### config.mk
export PLATFORM = sky130hd
export DESIGN_NAME = binary_split_tree_ctrl_flat
export DESIGN_NICKNAME = d
export VERILOG_FILES = /design/src/rtl/binary_split_tree_ctrl_if.sv /design/src/rtl/binary_split_tree_ctrl.sv /design/src/flat_wrapper.sv
export SDC_FILE = /design/constraint.sdc
export NUM_CORES = 1
export LEC_CHECK = 0
export ABC_AREA = 1
export BUFFER_PORTS_ARGS = -buffer_cell sky130_fd_sc_hd__buf_2
export CORE_UTILIZATION = 30
export CTS_CLUSTER_SIZE = 30
export DETAILED_ROUTE_END_ITERATION = 16
export SYNTH_ARGS = -nofsm -noshare
export SYNTH_HDL_FRONTEND = slang
export SYNTH_SLANG_ARGS = --single-unit
### constraint.sdc
create_clock -name clk -period 1.7 [get_ports clk]
set_clock_uncertainty 0.05 [all_clocks]
set_input_delay 0.34 -clock clk [delete_from_list [all_inputs] [get_ports clk]]
set_output_delay 0.34 -clock clk [all_outputs]
set_load 0.005 [all_outputs]
### src/rtl/binary_split_tree_ctrl_if.sv
// Request/completion bundle of the splitter-tree sequencer.
// One valid/ready handshake plus a one-cycle completion report.
`timescale 1ns/1ps
interface binary_split_tree_ctrl_if #(
    parameter int DEPTH  = 3,
    parameter int HOLD_W = 8
);
    // Handshake: a request transfers on the rising clk edge where req_valid && req_ready.
    // req_leaf/req_hold matter only on that edge. req_ready is high only while idle.
    // done is a one-cycle pulse; done_leaf/done_aborted are meaningful only while done=1.
    logic              req_valid;
    logic              req_ready;
    logic [DEPTH-1:0]  req_leaf;
    logic [HOLD_W-1:0] req_hold;
    logic              done;
    logic [DEPTH-1:0]  done_leaf;
    logic              done_aborted;

    modport master (
        output req_valid, req_leaf, req_hold,
        input  req_ready, done, done_leaf, done_aborted
    );

    modport slave (
        input  req_valid, req_leaf, req_hold,
        output req_ready, done, done_leaf, done_aborted
    );
endinterface

### src/rtl/binary_split_tree_ctrl.sv
// Sequencer for a heap-indexed binary splitter tree: route the valve path,
// open the inlet for the requested time, drain, then report completion.
`timescale 1ns/1ps
module binary_split_tree_ctrl #(
    parameter  int DEPTH  = 3,
    parameter  int SETTLE = 4,
    parameter  int HOLD_W = 8,
    localparam int N      = (1 << DEPTH) - 1
) (
    input  logic                      clk,
    input  logic                      rst_n,
    binary_split_tree_ctrl_if.slave   req_if,
    input  logic                      abort,
    output logic [N-1:0]              valve_left,
    output logic [N-1:0]              valve_right,
    output logic                      inlet_open,
    output logic                      busy,
    output logic [1:0]                dbg_state
);

    typedef enum logic [1:0] {
        S_IDLE  = 2'd0,
        S_ROUTE = 2'd1,
        S_FLOW  = 2'd2,
        S_DRAIN = 2'd3
    } state_e;

    localparam logic [7:0] SETTLE_LOAD = 8'(SETTLE - 1);

    state_e            state_q, state_d;
    logic [7:0]        settle_q, settle_d;
    logic [HOLD_W-1:0] hold_q, hold_d;
    logic [DEPTH-1:0]  leaf_q, leaf_d;
    logic              aborted_q, aborted_d;
    logic [N-1:0]      vl_q, vl_d;
    logic [N-1:0]      vr_q, vr_d;
    logic              inlet_q, inlet_d;
    logic              ready_q, ready_d;
    logic              busy_q, busy_d;
    logic              done_q, done_d;
    logic [DEPTH-1:0]  done_leaf_q, done_leaf_d;
    logic              done_ab_q, done_ab_d;

    logic [N-1:0]      path_l, path_r;
    int                node;
    logic              accept;

    // Walk root to leaf, MSB of the leaf index first; bit 0 goes left, 1 goes right.
    always_comb begin
        path_l = '0;
        path_r = '0;
        node   = 0;
        for (int d = 0; d < DEPTH; d++) begin
            if (req_if.req_leaf[DEPTH-1-d]) begin
                path_r[node] = 1'b1;
                node         = 2 * node + 2;
            end else begin
                path_l[node] = 1'b1;
                node         = 2 * node + 1;
            end
        end
    end

    assign accept = req_if.req_valid && ready_q;

    always_comb begin
        state_d     = state_q;
        settle_d    = settle_q;
        hold_d      = hold_q;
        leaf_d      = leaf_q;
        aborted_d   = aborted_q;
        vl_d        = vl_q;
        vr_d        = vr_q;
        inlet_d     = 1'b0;
        ready_d     = 1'b0;
        busy_d      = 1'b1;
        done_d      = 1'b0;
        done_leaf_d = done_leaf_q;
        done_ab_d   = done_ab_q;

        case (state_q)
            S_IDLE: begin
                if (accept) begin
                    state_d   = S_ROUTE;
                    leaf_d    = req_if.req_leaf;
                    hold_d    = req_if.req_hold;
                    aborted_d = 1'b0;
                    settle_d  = SETTLE_LOAD;
                    vl_d      = path_l;
                    vr_d      = path_r;
                end else begin
                    ready_d = 1'b1;
                    busy_d  = 1'b0;
                    vl_d    = '0;
                    vr_d    = '0;
                end
            end

            S_ROUTE: begin
                if (abort) begin
                    state_d   = S_DRAIN;
                    settle_d  = SETTLE_LOAD;
                    aborted_d = 1'b1;
                end else if (settle_q == 8'd0) begin
                    settle_d = SETTLE_LOAD;
                    if (hold_q == '0) begin
                        state_d = S_DRAIN;
                    end else begin
                        // hold_q becomes "FLOW cycles remaining after this one".
                        state_d = S_FLOW;
                        hold_d  = hold_q - 1'b1;
                        inlet_d = 1'b1;
                    end
                end else begin
                    settle_d = settle_q - 8'd1;
                end
            end

            S_FLOW: begin
                if (abort) begin
                    state_d   = S_DRAIN;
                    settle_d  = SETTLE_LOAD;
                    aborted_d = 1'b1;
                end else if (hold_q == '0) begin
                    state_d  = S_DRAIN;
                    settle_d = SETTLE_LOAD;
                end else begin
                    hold_d  = hold_q - 1'b1;
                    inlet_d = 1'b1;
                end
            end

            S_DRAIN: begin
                if (settle_q == 8'd0) begin
                    state_d     = S_IDLE;
                    vl_d        = '0;
                    vr_d        = '0;
                    ready_d     = 1'b1;
                    busy_d      = 1'b0;
                    done_d      = 1'b1;
                    done_leaf_d = leaf_q;
                    done_ab_d   = aborted_q;
                end else begin
                    settle_d = settle_q - 8'd1;
                end
            end

            default: begin
                state_d = S_IDLE;
                vl_d    = '0;
                vr_d    = '0;
                ready_d = 1'b1;
                busy_d  = 1'b0;
            end
        endcase
    end

    always_ff @(posedge clk or negedge rst_n) begin
        if (!rst_n) begin
            state_q     <= S_IDLE;
            settle_q    <= '0;
            hold_q      <= '0;
            leaf_q      <= '0;
            aborted_q   <= 1'b0;
            vl_q        <= '0;
            vr_q        <= '0;
            inlet_q     <= 1'b0;
            ready_q     <= 1'b1;
            busy_q      <= 1'b0;
            done_q      <= 1'b0;
            done_leaf_q <= '0;
            done_ab_q   <= 1'b0;
        end else begin
            state_q     <= state_d;
            settle_q    <= settle_d;
            hold_q      <= hold_d;
            leaf_q      <= leaf_d;
            aborted_q   <= aborted_d;
            vl_q        <= vl_d;
            vr_q        <= vr_d;
            inlet_q     <= inlet_d;
            ready_q     <= ready_d;
            busy_q      <= busy_d;
            done_q      <= done_d;
            done_leaf_q <= done_leaf_d;
            done_ab_q   <= done_ab_d;
        end
    end

    assign valve_left          = vl_q;
    assign valve_right         = vr_q;
    assign inlet_open          = inlet_q;
    assign busy                = busy_q;
    assign dbg_state           = state_q;
    assign req_if.req_ready    = ready_q;
    assign req_if.done         = done_q;
    assign req_if.done_leaf    = done_leaf_q;
    assign req_if.done_aborted = done_ab_q;

endmodule

### src/flat_wrapper.sv
// flat-port wrapper written by rule: the top's interface ports become plain ports
module binary_split_tree_ctrl_flat 
#(
    parameter  int DEPTH  = 3,
    parameter  int SETTLE = 4,
    parameter  int HOLD_W = 8,
    localparam int N      = (1 << DEPTH) - 1
)
  (clk, rst_n, abort, valve_left, valve_right, inlet_open, busy, dbg_state, req_if_req_valid, req_if_req_leaf, req_if_req_hold, req_if_req_ready, req_if_done, req_if_done_leaf, req_if_done_aborted);
  binary_split_tree_ctrl_if #(.DEPTH(DEPTH), .HOLD_W(HOLD_W)) req_if_i ();
  input  logic clk;
  input  logic rst_n;
  input  logic abort;
  output logic [N-1:0] valve_left;
  output logic [N-1:0] valve_right;
  output logic inlet_open;
  output logic busy;
  output logic [1:0] dbg_state;
  input wire logic [$bits(req_if_i.req_valid)-1:0] req_if_req_valid;
  input wire logic [$bits(req_if_i.req_leaf)-1:0] req_if_req_leaf;
  input wire logic [$bits(req_if_i.req_hold)-1:0] req_if_req_hold;
  output wire logic [$bits(req_if_i.req_ready)-1:0] req_if_req_ready;
  output wire logic [$bits(req_if_i.done)-1:0] req_if_done;
  output wire logic [$bits(req_if_i.done_leaf)-1:0] req_if_done_leaf;
  output wire logic [$bits(req_if_i.done_aborted)-1:0] req_if_done_aborted;
  assign req_if_i.req_valid = req_if_req_valid;
  assign req_if_i.req_leaf = req_if_req_leaf;
  assign req_if_i.req_hold = req_if_req_hold;
  assign req_if_req_ready = req_if_i.req_ready;
  assign req_if_done = req_if_i.done;
  assign req_if_done_leaf = req_if_i.done_leaf;
  assign req_if_done_aborted = req_if_i.done_aborted;
  binary_split_tree_ctrl #(.DEPTH(DEPTH), .SETTLE(SETTLE), .HOLD_W(HOLD_W)) u_core (.clk(clk), .rst_n(rst_n), .req_if(req_if_i), .abort(abort), .valve_left(valve_left), .valve_right(valve_right), .inlet_open(inlet_open), .busy(busy), .dbg_state(dbg_state));
endmodule
Yosys cells after proc, flatten, opt, wreduce, memory -nomap -nowiden
Index checks and enable logic that the tools add are counted.
{"block": "totals", "ff_bits": 44, "latchBits": 0, "ramBits": 0, "rom_bits": 0, "input_bits": 15, "n_memories": 0}
{"block": "classes", "add_sub_neg": 4, "n_mul": 0, "div": 0, "n_lt_le_gt_ge": 4, "n_eq_ne": 12, "shift": 0, "n_mux": 53, "bitwise_logic": 4, "reduce_logical": 17}
{"cell": "2-to-1 mux 8 bit", "count": 11}
{"cell": "2-to-1 mux 7 bit", "count": 7}
{"cell": ">= comparator 32 x 1 -> 1 bit (second input constant)", "count": 1}
{"cell": "< comparator 32 x 5 -> 1 bit (second input constant)", "count": 1}
{"cell": "2-to-1 mux 32 bit", "count": 1}
{"cell": "one-hot mux 8 bit (4 select lines)", "count": 1}
{"cell": "one-hot mux 7 bit (2 select lines)", "count": 2}
{"cell": "one-hot mux 8 bit (3 select lines)", "count": 1}
{"cell": "logical NOT 8 bit", "count": 2}
{"cell": "2-to-1 mux 1 bit", "count": 16}
{"cell": "subtractor 8 x 1 -> 8 bit (second input constant)", "count": 2}
{"cell": "2-to-1 mux 2 bit", "count": 7}
{"cell": "bitwise OR 1 x 7 -> 7 bit", "count": 2}
{"cell": "bitwise OR 7 bit", "count": 2}
{"cell": "inequality test 2 x 1 -> 1 bit (second input constant)", "count": 4}
{"cell": "one-hot mux 1 bit (2 select lines)", "count": 4}
{"cell": "one-hot mux 2 bit (4 select lines)", "count": 1}
{"cell": "demux 1 bit (select 3 bit)", "count": 2}
{"cell": "inequality test 2 bit (second input constant)", "count": 3}
{"cell": "inequality test 3 x 2 -> 1 bit (second input constant)", "count": 2}
{"cell": "AND reduction 2 bit", "count": 3}
{"cell": "AND reduction 3 bit", "count": 2}
{"cell": "AND reduction 5 bit", "count": 1}
{"cell": "adder 3 x 1 -> 4 bit (second input constant)", "count": 1}
{"cell": "other kinds (11)", "count": 15}

Depth between registers and ports, before layout
Gate-level depths: netlist of the first run.
{"block": "logic_depth", "depth_word": 11, "ltp_mapped": 11}

Least setup slack after synthesis of the first run
OpenSTA, ideal clock, no wires.
{"block": "synth_timing", "kind": "reg2reg", "start": "register u_core.state_q[0], in the netlist u_core.dbg_state[0]", "end": "register u_core.hold_q[2]", "arrival_ns": 1.447, "t_required_ns": 1.529, "slack_ns": 0.083, "path_stages_with_launch": 9, "synth_period_minus_slack_ns": 1.617, "path_cell_list": "dfrtp_1 > inv_1 > ha_1 > nand2_2 > nand2_1 > nor2_1 > nand3_4 > o21ai_1 > nand2_1"}
{"block": "synth_between", "elab_chain_len": 3, "word_cells_on_any_way": 10, "classes_between": "eq/ne: 6; mux: 1; reduce/logical: 3"}
{"item": "from (decl)", "line_no": "binary_split_tree_ctrl.sv:30", "source": "state_e state_q, state_d;"}
{"item": "from (signal assigned)", "line_no": "binary_split_tree_ctrl.sv:174", "source": "state_q <= state_d;"}
{"item": "== test 2 x 1 -> 1 bit (tied with other cells)", "line_no": "binary_split_tree_ctrl.sv:81", "source": "case (state_q)"}
{"item": "inequality test 2 x 1 -> 1 bit (no source line) (tied with other cells)"}
{"item": "AND reduction 5 bit (no source line)"}
{"item": "to (signal assigned)", "line_no": "binary_split_tree_ctrl.sv:176", "source": "hold_q <= hold_d;"}
{"item": "to (decl)", "line_no": "binary_split_tree_ctrl.sv:32", "source": "logic [HOLD_W-1:0] hold_q, hold_d;"}
Several ways; a longest one is shown, not always the timed one.
A chain may end at the register's enable or synchronous reset.

Worst setup path after layout of the first run
Same ends and word-level chain as after synthesis.

==> flow_summary_export.csv, run 1 <==
group,metric,value,unit
clock_network,cts_made_buffers,5,
global_routing,grt_overflow,0,
detailed_routing,routed_wl,5.924,mm
clock_network,clock_sinks,44,
timing,rsz0062_at_grt,"true",
place,gp_congestion,0.8625,
timing,fin_crit_sh,0.9703,
place,dpl.hpwl,4.410,mm
floorplanning,initial_core_util,0.3098,
synthesis,syn_nets,361,
detailed_routing,via_count,2297,
cells_and_area,final_cell_mix,"121 x nand2_1, 42 x dfrtp_1, 38 x buf_2",
cells_and_area,layout_commonest_cell,"nand2_1",
clock_network,clockRootBuffer,"clkbuf_8",
clock_network,htree_levels,2,
synthesis,syn_area_per_cell,7.651,sq um
worst_setup_path,critPathMostFrequentCell,"nand2_1",
cells_and_area,final_util,0.3921,
detailed_routing,post_drt_wl_per_cell,11.78,um
cells_and_area,antenna-diode-count,0,
power_and_ir_drop,powerDensity,1822,mW/mm^2
worst_setup_path,worstSetupStartpointType,"register",
global_routing,grt.total_usage,0.1457,
synthesis,synth-warning-count,0,
worst_setup_path,crit_slowest_cell,"dfrtp_1",
timing,hold_violations,0,
timing,timing_max_transition_violations_final,0,
cells_and_area,fin_cells,503,
synthesis,async_flop_share,1.000,
global_routing,first_global_vias,2222,
timing,worstMarginPinSlew,0.5151,ns
detailed_routing,drt_iter0_drc,76,
worst_setup_path,arrival,1.80,ns
worst_setup_path,end_kind,"register",
synthesis,ys_seq_area_frac,0.4353,
synthesis,synth_seq_cells,44,
synthesis,synth_area,0.002532,sq mm
worst_setup_path,crit_fanout,8,
clock_network,cts_tree,"done",
clock_network,clk_latency,0.31,ns
power_and_ir_drop,ir_drop,0.5666,mV
global_routing,grt_antenna_before_repair,0,
detailed_routing,via_per_inst,4.567,
floorplanning,core.rowCount,33,
worst_setup_path,slowest_delay,0.44,ns
synthesis,synth_edf_count,0,
cells_and_area,synthToLayoutAreaGrowth,26.58,%
detailed_routing,ant_nets,0,
worst_hold_path,hp-class,"input pin to register",
detailed_routing,drt_first_pass_iters,4,
global_routing,grt_start_max_net_pins,25,
synthesis,ys_types,27,
power_and_ir_drop,p_leak,1.765,nW
place,port_buffers,38,
timing,min_period,1.650,ns
clock_network,clock_path_buffers,2,
worst_setup_path,r2r_slack,0.05,ns
cells_and_area,fin_nets,427,
global_routing,grt_first_pass_wirelength,10.01,mm
timing,slew_headroom,0.6566,
floorplanning,num_io_pins,39,
worst_setup_path,required,1.85,ns
status,status,"finished clean",
floorplanning,die_w,93.88,um
synthesis,ys.flop_type,"dfrtp_1",
worst_setup_path,path_cells,"buf_4 > ha_2 > nor2_2 > nand2_1 > nand2_1 > nor2_2 > nand3_4 > o21ai_2 > nand2_1",
timing,max_freq,0.6062,GHz
detailed_routing,drcViolationCount,0,
flow_run,drv_cap,0,
timing,finalSetupViolations,0,
cells_and_area,layout-drive-gt1-share,0.2714,
floorplanning,core,0.008175,sq mm
floorplanning,fp.dieArea,0.008813,sq mm
synthesis,postSynthCellCount,331,
floorplanning,chipHeight,93.88,um
place,post-place-cells,488,
clock_network,clk_pin_slew,0.09,ns
worst_setup_path,crit_type,"register to register",
==> critical path: cells and delay by family, from the launching register on <==
| kind | cells | cell delay [ns] |
|---|---|---|
| compound gates | 1 | 0.17 |
| fa+ha+maj | 1 | 0.19 |
| buf+inv | 1 | 0.16 |
| flops | 1 | 0.44 |
| simple gates | 6 | 0.55 |
==> power breakdown <==
| group | internal [W] | switching (W) |
|---|---|---|
| Combinational | 0.00141 | 0.00204 |
| Clock | 0.000331 | 0.000373 |
| Sequential | 0.00142 | 0.000268 |
| Total | 0.00316 | 0.00269 |
==> flip-flops by register name, summed over array words and instances (netlist names), 2 cells and up <==
name	cells
u_core.dbg_state	2
u_core.leaf_q	3
u_core.valve_left	7
u_core.hold_q	8
u_core.valve_right	7
u_core.req_if.done_leaf	3
u_core.settle_q	8
==> routing by layer <==
metal  vias up  part of all wire  global-route usage
met5         -                 0                   0
met4         0             0.016             0.05385
met3         8             0.034             0.03155
met2        32              0.48              0.2324
met1      1085              0.47              0.1929
li1       1172                 -                   -
==> cells in the mapped netlist (2+ instances only) <==
library cell	number	area [sq um]
nand4_1	3	18.77
xor2_1	3	26.28
inv_1	33	123.9
o21ai_0	19	95.09
nor2_2	2	12.51
nand3_1	27	135.1
nor3_1	2	10.01
buf_2	4	20.02
inv_2	2	7.510
ha_1	15	187.7
nor2_1	28	105.1
nand2_2	5	31.28
dfrtp_1	43	1076
o21ai_1	4	20.02
a21oi_1	6	30.03
nand3_4	3	52.55
nand2_1	122	457.9
==> cell families after synthesis <==
group           synth area share
compound gates           0.07708
xor+xnor                 0.01038
fa+ha+maj                0.07411
buf+inv                  0.07411
flops                     0.4353
simple gates              0.3291
==> cell type report <==
type                            instances  area, sq um
Timing Repair Buffer                   64        412.9
Clock inverter                          1        7.507
Multi-Input combinational cell        244         1310
Fill cell                             849         4970
Tap cell                              105        131.4
Clock buffer                            7        86.33
Timing Repair inverter                  1        5.005
Sequential cell                        44         1104
Inverter                               37        148.9
==> through the flow <==
stage	setup slack (ns)	TNS, ns	area [sq um]	hold slack [ns]	power [W]
after floorplan	0.08269	0	2532	-0.005591	0.003828
after global placement	-0.04662	-0.3040	2978	0.2965	0.004788
after detailed placement	-0.04476	-0.2202	2978	0.2941	0.004811
after CTS	0.004756	0	3102	0.2293	0.005624
after global routing	-0.05832	-0.2271	3206	0.2508	0.006458
final	0.05048	0	3206	0.2484	0.005841
==> path summary, 6_finish.rpt <==
check	endpoint	from	cells after the start
setup / recovery	u_core.hold_q[2]	u_core.dbg_state[0]	9
hold / removal	u_core.valve_left[5]	req_if_req_leaf[0]	2
setup reg to reg	u_core.hold_q[2]	u_core.dbg_state[0]	9
hold reg to reg	u_core.valve_left[1]	u_core.valve_left[1]	2
max in group asynchronous	u_core.valve_left[0]	rst_n	3
min in group asynchronous	u_core.hold_q[3]	rst_n	2
==> what timing repair did <==
item | CTS | global route
resized for setup | 1 | 24
setup buffers | 1 | 5
hold buffers | 1 | 0
setup endpoints to repair | 13 | 35
gates cloned | 0 | 1
pin swaps | 0 | 4
endpoints found under the hold margin | 19 | 0
No activity file was read; power rests on OpenSTA's default activity.
==> run 2: changes to the inputs <==
--- a/config.mk
+++ b/config.mk
@@ -10,6 +10,7 @@
 export CORE_UTILIZATION = 30
 export CTS_CLUSTER_SIZE = 30
 export DETAILED_ROUTE_END_ITERATION = 16
+export REMOVE_ABC_BUFFERS = 1
 export SYNTH_ARGS = -nofsm -noshare
 export SYNTH_HDL_FRONTEND = slang
 export SYNTH_SLANG_ARGS = --single-unit
==> run 2 against run 1 <==
Effect of this change: sequential cell count unchanged; cell count up 0.40%; largest power group unchanged; critical endpoint is now u_core.hold_q[1]; fmax up 2.3%.
==> flow_summary_export.csv, run 2 (synthesized netlist as in run 1, its figures left out) <==
group,metric,value,unit
timing,fin_crit_sh,0.9484,
worst_setup_path,r2r_slack,0.09,ns
detailed_routing,routed_wl,6.036,mm
floorplanning,fp.dieArea,0.008813,sq mm
worst_setup_path,path_cells,"buf_6 > ha_2 > nor2_2 > nand2_1 > nand2_1 > nor2_2 > nand3_4 > clkinv_4 > nand2_1 > o21ai_0",
timing,hold_violations,0,
global_routing,grt_overflow,0,
detailed_routing,drcViolationCount,0,
power_and_ir_drop,fin_total_pwr,0.006001,W
cells_and_area,fin_nets,429,
global_routing,gr-usage-met3,0.03479,
flow_run,drv_cap,0,
detailed_routing,drt_first_pass_iters,6,
timing,min_period,1.612,ns
global_routing,grt_antenna_before_repair,0,
worst_setup_path,critPathMostFrequentCell,"nand2_1",
clock_network,clock_path_buffers,2,
global_routing,grt_util_met1,0.1847,
cells_and_area,synthToLayoutAreaGrowth,28.41,%
timing,worst_hold_slack,0.2344,ns
floorplanning,core,0.008175,sq mm
cells_and_area,fillCellCount,855,
detailed_routing,ant_nets,0,
cells_and_area,antenna-diode-count,0,
worst_setup_path,worstSetupStartpointType,"register",
floorplanning,chipHeight,93.88,um
clock_network,cts_made_buffers,5,
worst_setup_path,slowest_delay,0.45,ns
place,post-place-cells,490,
worst_setup_path,crit_slowest_cell,"dfrtp_1",
global_routing,grt.total_usage,0.1457,
floorplanning,core.rowCount,33,
worst_setup_path,end_kind,"register",
detailed_routing,post_drt_wl_per_cell,11.95,um
timing,timing_max_transition_violations_final,0,
clock_network,cts_tree,"done",
global_routing,grt_first_pass_wirelength,9.887,mm
clock_network,clk_pin_slew,0.10,ns
cells_and_area,seq_area,0.001104,sq mm
cells_and_area,fin_cells,505,
timing,worstMarginPinSlew,0.2963,ns
power_and_ir_drop,p_leak,1.784,nW
cells_and_area,layout_commonest_cell,"nand2_1",
global_routing,met2_usage,0.2439,
clock_network,clk_latency,0.31,ns
global_routing,grt_start_max_net_pins,45,
place,dpl.hpwl,4.377,mm
floorplanning,die_w,93.88,um
timing,max_freq,0.6202,GHz
cells_and_area,top_regs,"u_core.hold_q x8, u_core.settle_q x8",
clock_network,clock_sinks,44,
worst_setup_path,crit_fanout,8,
worst_setup_path,crit_type,"register to register",
floorplanning,initial_core_util,0.3098,
floorplanning,num_io_pins,39,
worst_hold_path,hp-class,"input pin to register",
power_and_ir_drop,powerDensity,1846,mW/mm^2
timing,slew_headroom,0.8004,
worst_setup_path,path_buf_inv,2,
worst_setup_path,required,1.83,ns
timing,finalSetupViolations,0,
place,gp_congestion,0.8182,
power_and_ir_drop,ir_drop,0.6267,mV
detailed_routing,drt_iter0_drc,108,
cells_and_area,final_cell_mix,"119 x nand2_1, 42 x dfrtp_1, 38 x buf_2",
worst_setup_path,arrival,1.75,ns
global_routing,top_usage_layer,"met2",
status,status,"finished clean",
cells_and_area,layout-drive-gt1-share,0.2875,
detailed_routing,via_per_inst,4.475,
clock_network,clockRootBuffer,"clkbuf_8",
timing,tns,0,ns
worst_setup_path,cp_top_family,"simple AND/OR/NAND/NOR gates",
global_routing,first_global_vias,2151,
detailed_routing,via_count,2260,
clock_network,htree_levels,2,
cells_and_area,multi_input_area,0.001314,sq mm
place,port_buffers,38,
==> run 2: area by class of cell <==
class | instances | share of cell area
inverter | 37 | 0.04656
timing repair inverter | 1 | 0.001539
timing repair buffer | 66 | 0.1389
tap | 105 | 0.04040
clock inverter | 3 | 0.008080
clock buffer | 5 | 0.02116
multi-input combinational | 244 | 0.4040
sequential | 44 | 0.3394
==> run 2: metrics by stage <==
stage | worst slack, ns | area, sq um | util
final | 0.08769 | 3252 | 0.3978
after global routing | -0.02747 | 3252 | 0.3978
after CTS | 0.02003 | 3138 | 0.3838
after detailed placement | -0.005224 | 3018 | 0.3691
after global placement | 0.06190 | 3018 | 0.3691
after floorplan | 0.08269 | 2494 | -
==> run 2: power breakdown <==
part | switching (W) | internal, W
combinational | 0.00211 | 0.00149
sequential | 0.000265 | 0.00142
clock | 0.000415 | 0.000303
total | 0.00279 | 0.00321
==> run 2: per-layer routing <==
layer  up-vias  wire [um]
li1       1171          -
met1      1050       2815
met2        35       2995
met3         4        153
met4         0         72
met5         -          0
==> run 2: repair_timing <==
action,CTS,global route
endpoints found under the setup margin,8,34
hold buffers,1,0
resized for setup,1,30
buffers inserted,2,3
hold endpoints to repair,43,0
pin swaps,0,6
gates cloned,0,1
==> run 2: path summary, 6_finish.rpt <==
path,start,to,depth (start not counted)
min in group asynchronous,rst_n,u_core.hold_q[5],3
hold reg to reg,u_core.valve_right[3],u_core.valve_right[3],2
max in group asynchronous,rst_n,u_core.req_if.req_ready,3
setup / recovery,u_core.dbg_state[0],u_core.hold_q[1],10
hold / removal,req_if_req_leaf[0],u_core.valve_left[5],2
setup reg to reg,u_core.dbg_state[0],u_core.hold_q[1],10
==> run 3: changes to the inputs <==
--- a/config.mk
+++ b/config.mk
@@ -10,6 +10,7 @@
 export CORE_UTILIZATION = 30
 export CTS_CLUSTER_SIZE = 30
 export DETAILED_ROUTE_END_ITERATION = 16
+export RECOVER_POWER = 100
 export REMOVE_ABC_BUFFERS = 1
 export SYNTH_ARGS = -nofsm -noshare
 export SYNTH_HDL_FRONTEND = slang
==> run 3 against run 2 <==
Effect of this change: non-clock buffer count stayed put; cell count stayed put; sequential share of layout area up 0.26 points.
==> flow_summary_export.csv, run 3 (synthesized netlist as in run 1, its figures left out) <==
group,metric,value,unit
worst_setup_path,slowest_delay,0.45,ns
global_routing,grt_overflow,0,
floorplanning,initial_core_util,0.3098,
worst_setup_path,r2r_cells,10,
global_routing,grt_antenna_before_repair,0,
detailed_routing,drcViolationCount,0,
cells_and_area,fin_cells,505,
place,placed_area,0.003018,sq mm
cells_and_area,final_cell_mix,"119 x nand2_1, 42 x dfrtp_1, 28 x buf_2",
clock_network,cts_made_buffers,5,
worst_setup_path,crit_fanout,8,
floorplanning,chipHeight,93.88,um
detailed_routing,via_count,2261,
timing,min_period,1.610,ns
worst_setup_path,end_kind,"register",
clock_network,cts_tree,"done",
timing,hold_violations,0,
detailed_routing,via_per_inst,4.477,
power_and_ir_drop,powerDensity,1856,mW/mm^2
detailed_routing,post_drt_wl_per_cell,11.97,um
cells_and_area,fin_nets,429,
worst_setup_path,critPathMostFrequentCell,"nand2_1",
place,post-place-cells,490,
worst_setup_path,reg2reg_from,"u_core.dbg_state[0]",
cells_and_area,fillCellCount,856,
floorplanning,num_io_pins,39,
global_routing,grt_first_pass_wirelength,9.887,mm
global_routing,first_global_vias,2151,
clock_network,clockRootBuffer,"clkbuf_8",
status,status,"finished clean",
cells_and_area,seq_area,0.001104,sq mm
cells_and_area,layout_commonest_cell,"nand2_1",
clock_network,clk_pin_slew,0.10,ns
worst_setup_path,path_cells,"buf_6 > ha_2 > nor2_2 > nand2_1 > nand2_1 > nor2_2 > nand3_4 > clkinv_4 > nand2_1 > o21ai_0",
cells_and_area,design_area,0.003227,sq mm
timing,max_freq,0.6210,GHz
global_routing,grt.total_usage,0.1457,
flow_run,drv_cap,0,
floorplanning,die_w,93.88,um
detailed_routing,drt_first_pass_iters,4,
cells_and_area,antenna-diode-count,0,
worst_setup_path,crit_slowest_cell,"dfrtp_1",
worst_setup_path,cp-startpoint,"u_core.dbg_state[0]",
worst_hold_path,hp-class,"input pin to register",
worst_setup_path,endpoint,"u_core.hold_q[1]",
floorplanning,fp.dieArea,0.008813,sq mm
worst_setup_path,reg2reg_to,"u_core.hold_q[1]",
timing,fin_crit_sh,0.9472,
power_and_ir_drop,p_leak,1.738,nW
cells_and_area,top_regs,"u_core.hold_q x8, u_core.settle_q x8",
clock_network,clk_latency,0.31,ns
clock_network,clock_path_buffers,2,
clock_network,clock_sinks,44,
detailed_routing,ant_nets,0,
cells_and_area,multi_input_area,0.001314,sq mm
worst_setup_path,crit_type,"register to register",
floorplanning,core.rowCount,33,
floorplanning,core,0.008175,sq mm
place,gp_congestion,0.8182,
worst_setup_path,r2r_slack,0.09,ns
timing,worstMarginPinSlew,0.6218,ns
cells_and_area,synthToLayoutAreaGrowth,27.42,%
cells_and_area,final_util,0.3947,
cells_and_area,layout-drive-gt1-share,0.2625,
timing,worst_hold_slack,0.2343,ns
global_routing,grt_start_max_net_pins,45,
detailed_routing,drt_iter0_drc,106,
timing,finalSetupViolations,0,
place,port_buffers,38,
worst_setup_path,arrival,1.74,ns
timing,timing_max_transition_violations_final,0,
clock_network,htree_levels,2,
place,dpl.hpwl,4.377,mm
power_and_ir_drop,ir_drop,0.6249,mV
timing,slew_headroom,0.5855,
worst_setup_path,required,1.83,ns
detailed_routing,routed_wl,6.046,mm
power_and_ir_drop,fin_total_pwr,0.005987,W
worst_setup_path,worstSetupStartpointType,"register",
run 3: changes by cell type in the layout (fill, tap and decap cells not counted):
cell / before / now
buf_12: 3 / 2
buf_2: 38 / 28
clkbuf_1: 0 / 10
clkbuf_4: 0 / 1
run 3: area by class of cell:
cell class | count | share of cell area
inverters | 37 | 0.04692
repair buffers | 66 | 0.1322
well taps | 105 | 0.04071
clock buffers | 5 | 0.02133
flip-flops and latches | 44 | 0.3420
multi-input cells | 244 | 0.4071
clock inverters | 3 | 0.008143
repair inverters | 1 | 0.001551
run 3: through the flow:
stage	setup slack [ns]	setup TNS, ns
2_1_floorplan	0.08269	0
3_3_place_gp	0.06190	0
3_5_place_dp	-0.005224	-0.005224
4_1_cts	0.02003	0
5_1_grt	-0.02747	-0.1314
6_report	0.08981	0
run 3: worst max-delay path: cells and delay by family (launching register included):
kind	cells	cell delay [ns]
flip-flops	1	0.45
buffers and inverters	2	0.24
AO/OA/AOI/OAI	1	0.07
AND/OR/NAND/NOR	6	0.50
adder cells (fa/ha/maj)	1	0.18
run 3: routing by layer:
| metal | up-vias | GRT usage | routed length [um] |
|---|---|---|---|
| li1 | 1172 | - | - |
| met1 | 1048 | 0.1847 | 2823 |
| met2 | 37 | 0.2439 | 2985 |
| met3 | 4 | 0.03479 | 163 |
| met4 | 0 | 0.04487 | 72 |
| met5 | - | 0 | 0 |
run 3: timing repair:
action / 4_1_cts / 5_1_grt
hold endpoints to repair: 43 / 0
pin swaps: 0 / 6
gates cloned: 0 / 1
setup buffers: 2 / 3
endpoints found under the setup margin: 8 / 34
gates resized for setup: 1 / 30
hold buffers: 1 / 0
run 3: how the worst min path moves through the flow:
| stage | slack, ns | depth (start not counted) | start | end |
|---|---|---|---|---|
| after CTS | 0.23 | 2 | req_if_req_leaf[0] | u_core.valve_left[5] |
| after global placement | 0.28 | 2 | rst_n | u_core.hold_q[4] |
| after detailed placement | 0.29 | 2 | rst_n | u_core.hold_q[5] |
| after global routing | 0.24 | 2 | req_if_req_leaf[0] | u_core.valve_left[5] |
| after floorplan | -0.006 | 0 | rst_n | u_core.aborted_q |
| final | 0.23 | 2 | req_if_req_leaf[0] | u_core.valve_left[5] |
run 3: where the power goes:
| group | internal (W) | switching, W | leakage [nW] | total [W] |
|---|---|---|---|---|
| registers | 0.00142 | 0.000267 | 0.572 | 0.00168 |
| logic | 0.00147 | 0.00211 | 1.12 | 0.00358 |
| clock network | 0.000303 | 0.000416 | 0.0491 | 0.000719 |
